<file path="config.mk">
export PLATFORM = sky130hd
export DESIGN_NAME = hazard_control_unit
export DESIGN_NICKNAME = d
export VERILOG_FILES = /design/src/rtl/hazard_control_unit.sv
export SDC_FILE = /design/constraint.sdc
export NUM_CORES = 1
export LEC_CHECK = 0
export CAP_MARGIN = 10
export CORE_MARGIN = 5
export CORE_UTILIZATION = 48
export DETAILED_ROUTE_END_ITERATION = 12
export HOLD_SLACK_MARGIN = 0.03
export PLACE_DENSITY = 0.83
export SYNTH_ARGS = -nofsm -noshare
export SYNTH_HDL_FRONTEND = slang
export SYNTH_SLANG_ARGS = --single-unit
</file>
<file path="constraint.sdc">
create_clock -name clk -period 2.1 [get_ports clk]
set_input_delay 0.21 -clock clk [delete_from_list [all_inputs] [get_ports clk]]
set_output_delay 0.21 -clock clk [all_outputs]
set_load 0.1 [all_outputs]
</file>
<file path="src/rtl/hazard_control_unit.sv">
// Pipeline hazard controller: load-use bubbles, taken-branch flushes and
// shared-memory wait freezes guarded by a watchdog that latches a sticky error.
module hazard_control_unit #(
    parameter int MEM_TIMEOUT = 16,
    parameter int STALL_CNT_W = 32
) (
    input  logic                   clk,
    input  logic                   rst_n,
    input  logic [4:0]             id_rs1_addr_in,
    input  logic [4:0]             id_rs2_addr_in,
    input  logic                   id_uses_rs1_in,
    input  logic                   id_uses_rs2_in,
    input  logic                   ex_mem_read_in,
    input  logic [4:0]             ex_rd_addr_in,
    input  logic                   ex_branch_taken_in,
    input  logic                   mem_req_in,
    input  logic                   mem_ready_in,
    output logic                   pc_write_en_out,
    output logic                   if_id_write_en_out,
    output logic                   if_id_flush_out,
    output logic                   id_ex_bubble_out,
    output logic                   id_ex_hold_out,
    output logic                   ex_mem_hold_out,
    output logic                   mem_timeout_err_out,
    output logic [STALL_CNT_W-1:0] stall_cycles_out
);
    localparam int CW = $clog2(MEM_TIMEOUT) + 1;
    localparam logic [1:0] S_RUN  = 2'd0;
    localparam logic [1:0] S_WAIT = 2'd1;
    localparam logic [1:0] S_ERR  = 2'd2;

    logic [1:0]    state, state_nxt;
    logic [CW-1:0] wait_cnt, wait_cnt_nxt;
    logic          err_q;
    logic          load_use, mem_wait, freeze;

    assign load_use = ex_mem_read_in && (ex_rd_addr_in != 5'd0) &&
                      ((id_uses_rs1_in && (id_rs1_addr_in == ex_rd_addr_in)) ||
                       (id_uses_rs2_in && (id_rs2_addr_in == ex_rd_addr_in)));
    assign mem_wait = mem_req_in && !mem_ready_in;

    always_comb begin
        state_nxt    = state;
        wait_cnt_nxt = wait_cnt;
        freeze       = 1'b0;
        case (state)
            S_RUN: begin
                if (mem_wait) begin
                    freeze       = 1'b1;
                    state_nxt    = S_WAIT;
                    wait_cnt_nxt = CW'(1);
                end
            end
            S_WAIT: begin
                // Release evaluates like RUN in the same cycle, so no dead cycle
                if (!mem_wait) begin
                    state_nxt    = S_RUN;
                    wait_cnt_nxt = '0;
                end else begin
                    freeze = 1'b1;
                    if (wait_cnt == CW'(MEM_TIMEOUT - 1))
                        state_nxt = S_ERR;
                    else
                        wait_cnt_nxt = wait_cnt + CW'(1);
                end
            end
            S_ERR:   freeze = 1'b1;
            default: begin
                freeze    = 1'b1;
                state_nxt = S_RUN;
            end
        endcase
    end

    always_comb begin
        pc_write_en_out    = 1'b1;
        if_id_write_en_out = 1'b1;
        if_id_flush_out    = 1'b0;
        id_ex_bubble_out   = 1'b0;
        id_ex_hold_out     = 1'b0;
        ex_mem_hold_out    = 1'b0;
        if (!rst_n) begin
            pc_write_en_out    = 1'b0;
            if_id_write_en_out = 1'b0;
            id_ex_bubble_out   = 1'b1;
        end else if (freeze) begin
            pc_write_en_out    = 1'b0;
            if_id_write_en_out = 1'b0;
            id_ex_hold_out     = 1'b1;
            ex_mem_hold_out    = 1'b1;
        end else if (ex_branch_taken_in) begin
            // Branch wins over load-use: the ID instruction is wrong-path anyway
            if_id_flush_out  = 1'b1;
            id_ex_bubble_out = 1'b1;
        end else if (load_use) begin
            pc_write_en_out    = 1'b0;
            if_id_write_en_out = 1'b0;
            id_ex_bubble_out   = 1'b1;
        end
    end

    always_ff @(posedge clk or negedge rst_n) begin
        if (!rst_n) begin
            state            <= S_RUN;
            wait_cnt         <= '0;
            err_q            <= 1'b0;
            stall_cycles_out <= '0;
        end else begin
            state    <= state_nxt;
            wait_cnt <= wait_cnt_nxt;
            err_q    <= err_q || (state_nxt == S_ERR);
            if (!pc_write_en_out && (stall_cycles_out != '1))
                stall_cycles_out <= stall_cycles_out + STALL_CNT_W'(1);
        end
    end

    assign mem_timeout_err_out = err_q;
endmodule
</file>
; After elaboration in Yosys (flattened, before gate mapping)
; Cells that the tools add are included.
[classes]
n_reduce_logical = 15
bitwise_logic = 0
n_shift = 0
add_sub_neg = 2
n_eq_ne = 9
div_mod_pow = 0
multipliers = 0
order_cmp = 0
mux = 23
[ops]
columns = cell, n
row1 = $add 32x1->32 const B, 1
row2 = $ne 32x32->1 const B, 1
row3 = $mux 1, 15
row4 = $mux 5, 3
row5 = $eq 5x5->1, 2
row6 = $pmux 5 s2, 1
row7 = $logic_and 1x1->1, 6
row8 = $mux 2, 3
row9 = $pmux 2 s3, 1
row10 = $add 5x1->5 const B, 1
row11 = $eq 5x4->1 const B, 1
row12 = $reduce_bool 5->1, 1
row13 = $eq 2x2->1 const B, 2
row14 = $ne 3x3->1 const B, 1
row15 = $reduce_and 3->1, 1
row16 = $eq 2x1->1 const B, 1
row17 = $logic_not 1->1, 2
row18 = $logic_not 2->1, 1
row19 = $logic_or 1x1->1, 2
row20 = $ne 2x2->1 const B, 1
row21 = $reduce_bool 2->1, 1
row22 = $reduce_or 2->1, 1
[word_totals]
out_inout_bits = 39
elab_cells = 53
memories = 0
input_bits = 23
latchBits = 0
ram_bits = 0
reg_bits = 40
romBits = 0

; Depth between registers and ports, before layout
[logic_depth]
ltp_word = 10
depth_mapped = 9
ltp_nobuf = 8

; Least setup slack after synthesis
; No wires, ideal clock.
[synth_timing]
path_kind = input-to-output
start = input ex_rd_addr_in[1]
end = output id_ex_bubble_out
stages = 5
arrival_time_ns = 2.885
t_required_ns = 1.890
path_buffers = 0
setup_slack_ns = -0.995
path_cell_list = xnor2_1 > nand4_1 > o22ai_2 > a21oi_1 > o21ai_0
[synth_via]
elab_chain_cells = 8
elab_cells_between_ends = 12
classes_between = eq/ne: 2 / mux: 4 / reduce/logical: 6
[synth_rtl]
columns = item, line_no
row1 = from (decl), 14  ; input logic [4:0] ex_rd_addr_in,
row2 = "$eq 5x5->1, on equally long branches", "38, 39"
row3 = "$logic_and 1x1->1, on equally long branches", "38, 39"
row4 = $logic_or 1x1->1, 38  ; ((id_uses_rs1_in && (id_rs1_addr_in == ex_rd_addr_in)) ||
row5 = $logic_and 1x1->1 (*), 37  ; assign load_use = ex_mem_read_in && (ex_rd_addr_in != 5'd0) &&
row6 = $mux 1 (*), 95  ; end else if (load_use) begin
row7 = $mux 1 (*), 91  ; end else if (ex_branch_taken_in) begin
row8 = $mux 1 (*), 86  ; end else if (freeze) begin
row9 = $mux 1 (*), 82  ; if (!rst_n) begin
row10 = to (decl), 21  ; output logic id_ex_bubble_out,
; Mark *: on every way between the ends. The rest lies on a longest branch, timed or not.

; Worst setup path after layout
[layout_timing]
start = input id_rs1_addr_in[2]
end = register stall_cycles_out[25]
[layout_via]
elab_chain_cells = 10
[layout_rtl]
columns = item, line_no
row1 = from (decl), 9  ; input logic [4:0] id_rs1_addr_in,
row2 = $eq 5x5->1, 38
row3 = $logic_and 1x1->1, 38
row4 = $logic_or 1x1->1, 38
row5 = $logic_and 1x1->1, 37
row6 = $mux 1, 95
row7 = $mux 1, 91
row8 = $mux 1, 86
row9 = $mux 1, 82
row10 = $logic_not 1->1, 112  ; if (!pc_write_en_out && (stall_cycles_out != '1))
row11 = $logic_and 1x1->1, 112
row12 = to (signal assigned), 113  ; stall_cycles_out <= stall_cycles_out + STALL_CNT_W'(1);
row13 = to (decl), 25  ; output logic [STALL_CNT_W-1:0] stall_cycles_out
; No other way between the ends.
; A chain may end at the register's enable or synchronous reset.

==> out/metrics.cfg <==
[clocking]
numCtsBuffers = 5
clock_latency_ns = 0.29
htreeDepth = 2
clk_pin_slew_ns = 0.08
cts_sinks = 40
cts_tree = built
clock_path_buffers = 2
cts_root_buf = clkbuf_8

[worst_setup_path]
cp_top_family = buffers and inverters
cp_max_fo = 15
rrSetupSlack_ns = 0.20
critPathArrivalTime_ns = 2.26
worstPathCellList = clkdlybuf4s50_1 > xnor2_2 > nand4_1 > o22ai_2 > a31oi_4 > buf_4 > bufbuf_16 > or3_1 > xnor2_1
worstSetupPathType = input port to flip-flop
crit_path_end_kind = flip-flop
start_kind = input port
reg2reg_to = stall_cycles_out[25]
r2r-start = state[1]
cp_num_buf_inv = 3
cp_data_required_time_ns = 2.29
rr_worst_depth = 8
max_stage_delay_ns = 0.49
slowest_stage = clkdlybuf4s50_1

[min_path]
min_path_type = input port to async pin

[yosys]
netlist_top_cells_count = dfrtp_1 (40), xor2_1 (28), nand2_1 (17), nand3_1 (17), nor3_1 (17)
avgSynthCellArea_sq_um = 10.28
yosysTopAreaCell = dfrtp_1
syn_inst = 221
ys_warn_count = 0
ys_types = 39
synthArstFlopShare_pct = 100.0
synth.top_cell.area_share_pct = 44.05
synth_area_sq_um = 2272
syn-num-nets = 247
synth_edf_count = 0
synth_seq_area_share_pct = 44.05
ys_ff_latch = 40
ys.flop_type = dfrtp_1
synth_area_leaders = dfrtp_1 (44%), xor2_1 (11%), xnor2_1 (5.0%)
synthMostInstantiatedCell = dfrtp_1

[pwr]
peakVddDrop_mv = 0.9703
p_leak_uw = 0.001272
power_density_nw_per_um2 = 1383

[final_layout]
stdcell_area_sq_um = 3264
multi_input_area_sq_um = 1226
fill_cells = 359
seqCellArea_sq_um = 1089
synthToLayoutAreaGrowth_pct = 43.67
diodes = 0
finalNetCount = 326
drive_gt1_share_pct = 40.20

[sta]
slew_headroom_pct = 70.45
fin_setup_tns_ns = 0
rsz0062_at_grt = true
setup_viol = 0
finalWorstSetupSlack_ns = 0.02862
drv_slew = 0
period_minus_slack_ns = 2.071
tightestPinTransition_ns = 0.4432
hold_viol = 0
fin_skew_ns = 0.006481
fmaxAchievable_mhz = 482.8
finalCritPeriodShare_pct = 98.64

[die]
initial_core_util_pct = 48.75
core_area_sq_um = 4661
io_pins = 62
die_y_microns = 78.80
dieWidth_microns = 78.80
num_rows = 25
die_area_sq_um = 6209

[detailed_routing]
drc = 0
wl_per_cell_microns = 14.96
drt-vias-per-instance = 5.482
postRouteAntennaNets = 0
drt-pass1-iter-count = 4
drt_iter0_markers = 63
vias = 1946
totalWireLength_microns = 5310

[global_routing]
antenna_found_initial = 0
grt_pass1_vias = 2010
gr-total-overflow = 0
grt_use_total_pct = 18.26
grt_max_degree = 35
grt_pass1_wl_microns = 9018

[job]
maxCapViolCount = 0

[placed_design]
placedInstanceArea_sq_um = 3088
gp_congestion = 0.7818
numPortBuffers = 61
dpl_worst_slack_ns = -0.1974
dpl.hpwl_microns = 3912

[outcome]
status = completed

[layer usage]
metal / vias up / track usage [%] / share of wire (%)
met5: - / 0 / 0
met4: 0 / 6.119 / 1.3
met3: 8 / 5.329 / 7.2
met2: 63 / 32.77 / 51
met1: 939 / 20.64 / 40
li1: 936 / - / -
[state kept, by name, summed over array words and instances (netlist names)]
name,cells
wait_cnt,5
stall_cycles_out,32
mem_timeout_err_out,1
state,2
[power breakdown]
part / switching [uW] / internal, uW
clock network: 268 / 232
logic: 2000 / 659
registers: 280 / 1080
total: 2550 / 1970
[placed cells by master, fill, tap and decap left out, types with 3 or more instances in the layout]
master,n
buf_4,48
xor2_1,28
dfrtp_4,20
nand3_1,17
nand2_1,17
nor3_1,16
clkdlybuf4s50_1,16
xnor2_1,12
nand4_1,10
dfrtp_1,10
dfrtp_2,10
nor2_1,8
buf_12,8
nor4_2,7
and3_1,6
inv_1,6
o21ai_0,6
clkbuf_8,5
dlygate4sd2_1,5
a21oi_1,4
nor3b_2,3
[worst reg2reg max path, delay by kind of cell, from the launching register on]
family,cells,cell delay (ns)
and+or+nand+nor,3,0.71
xor gates and xnor gates,1,0.13
AOI/OAI and AO/OA,1,0.06
DFF,1,0.39
buffers and inverters,3,0.50
[cells by family after synthesis]
family                     after synthesis  share of synthesized area (%)
adders and majority gates                3                          1.652
DFF                                     40                          44.05
buffers and inverters                   14                          4.130
AOI/OAI and AO/OA                       18                          5.342
and+or+nand+nor                        104                          28.52
muxes                                    1                         0.4956
xor gates and xnor gates                41                          15.80
[final cells by class]
class	count	area share, %
Clock buffer	6	2.223
Clock inverter	2	0.3833
Inverter	6	0.6899
Multi-Input combinational cell	167	37.56
Sequential cell	40	33.35
Tap cell	54	2.070
Timing Repair Buffer	80	23.73
[worst max path at each step]
| stage | slack (ns) | from | endpoint | cells past startpoint |
|---|---|---|---|---|
| after floorplan | 0.0007 | stall_cycles_out[19] | stall_cycles_out[1] | 7 |
| after global placement | -0.16 | ex_rd_addr_in[1] | if_id_write_en_out | 7 |
| after detailed placement | -0.20 | ex_rd_addr_in[1] | if_id_write_en_out | 7 |
| after CTS | 0.02 | id_rs1_addr_in[4] | stall_cycles_out[25] | 9 |
| after global routing | -0.01 | id_rs1_addr_in[2] | stall_cycles_out[23] | 9 |
| final | 0.03 | id_rs1_addr_in[2] | stall_cycles_out[25] | 9 |
[repair_timing]
action | CTS | global route
setup endpoints to repair | 2 | 12
resized for setup | 5 | 7
gates cloned | 1 | 0
setup buffers | 3 | 0
endpoints found under the hold margin | 6 | 0
pin swaps | 3 | 2
hold buffers | 1 | 0
[through the flow]
| step | power (uW) | hold WS (ns) | std cells | util, % |
|---|---|---|---|---|
| floorplan | 3359 | -0.08559 | 221 | - |
| global route | 4731 | 0.3392 | 355 | 70.04 |
| CTS | 4528 | 0.3482 | 355 | 69.34 |
| detailed placement | 4008 | 0.08367 | 342 | 66.26 |
| finish | 4515 | 0.3488 | 355 | 70.04 |
| global placement | 3976 | 0.07428 | 342 | 66.26 |
No activity file was read; power rests on OpenSTA's default activity.
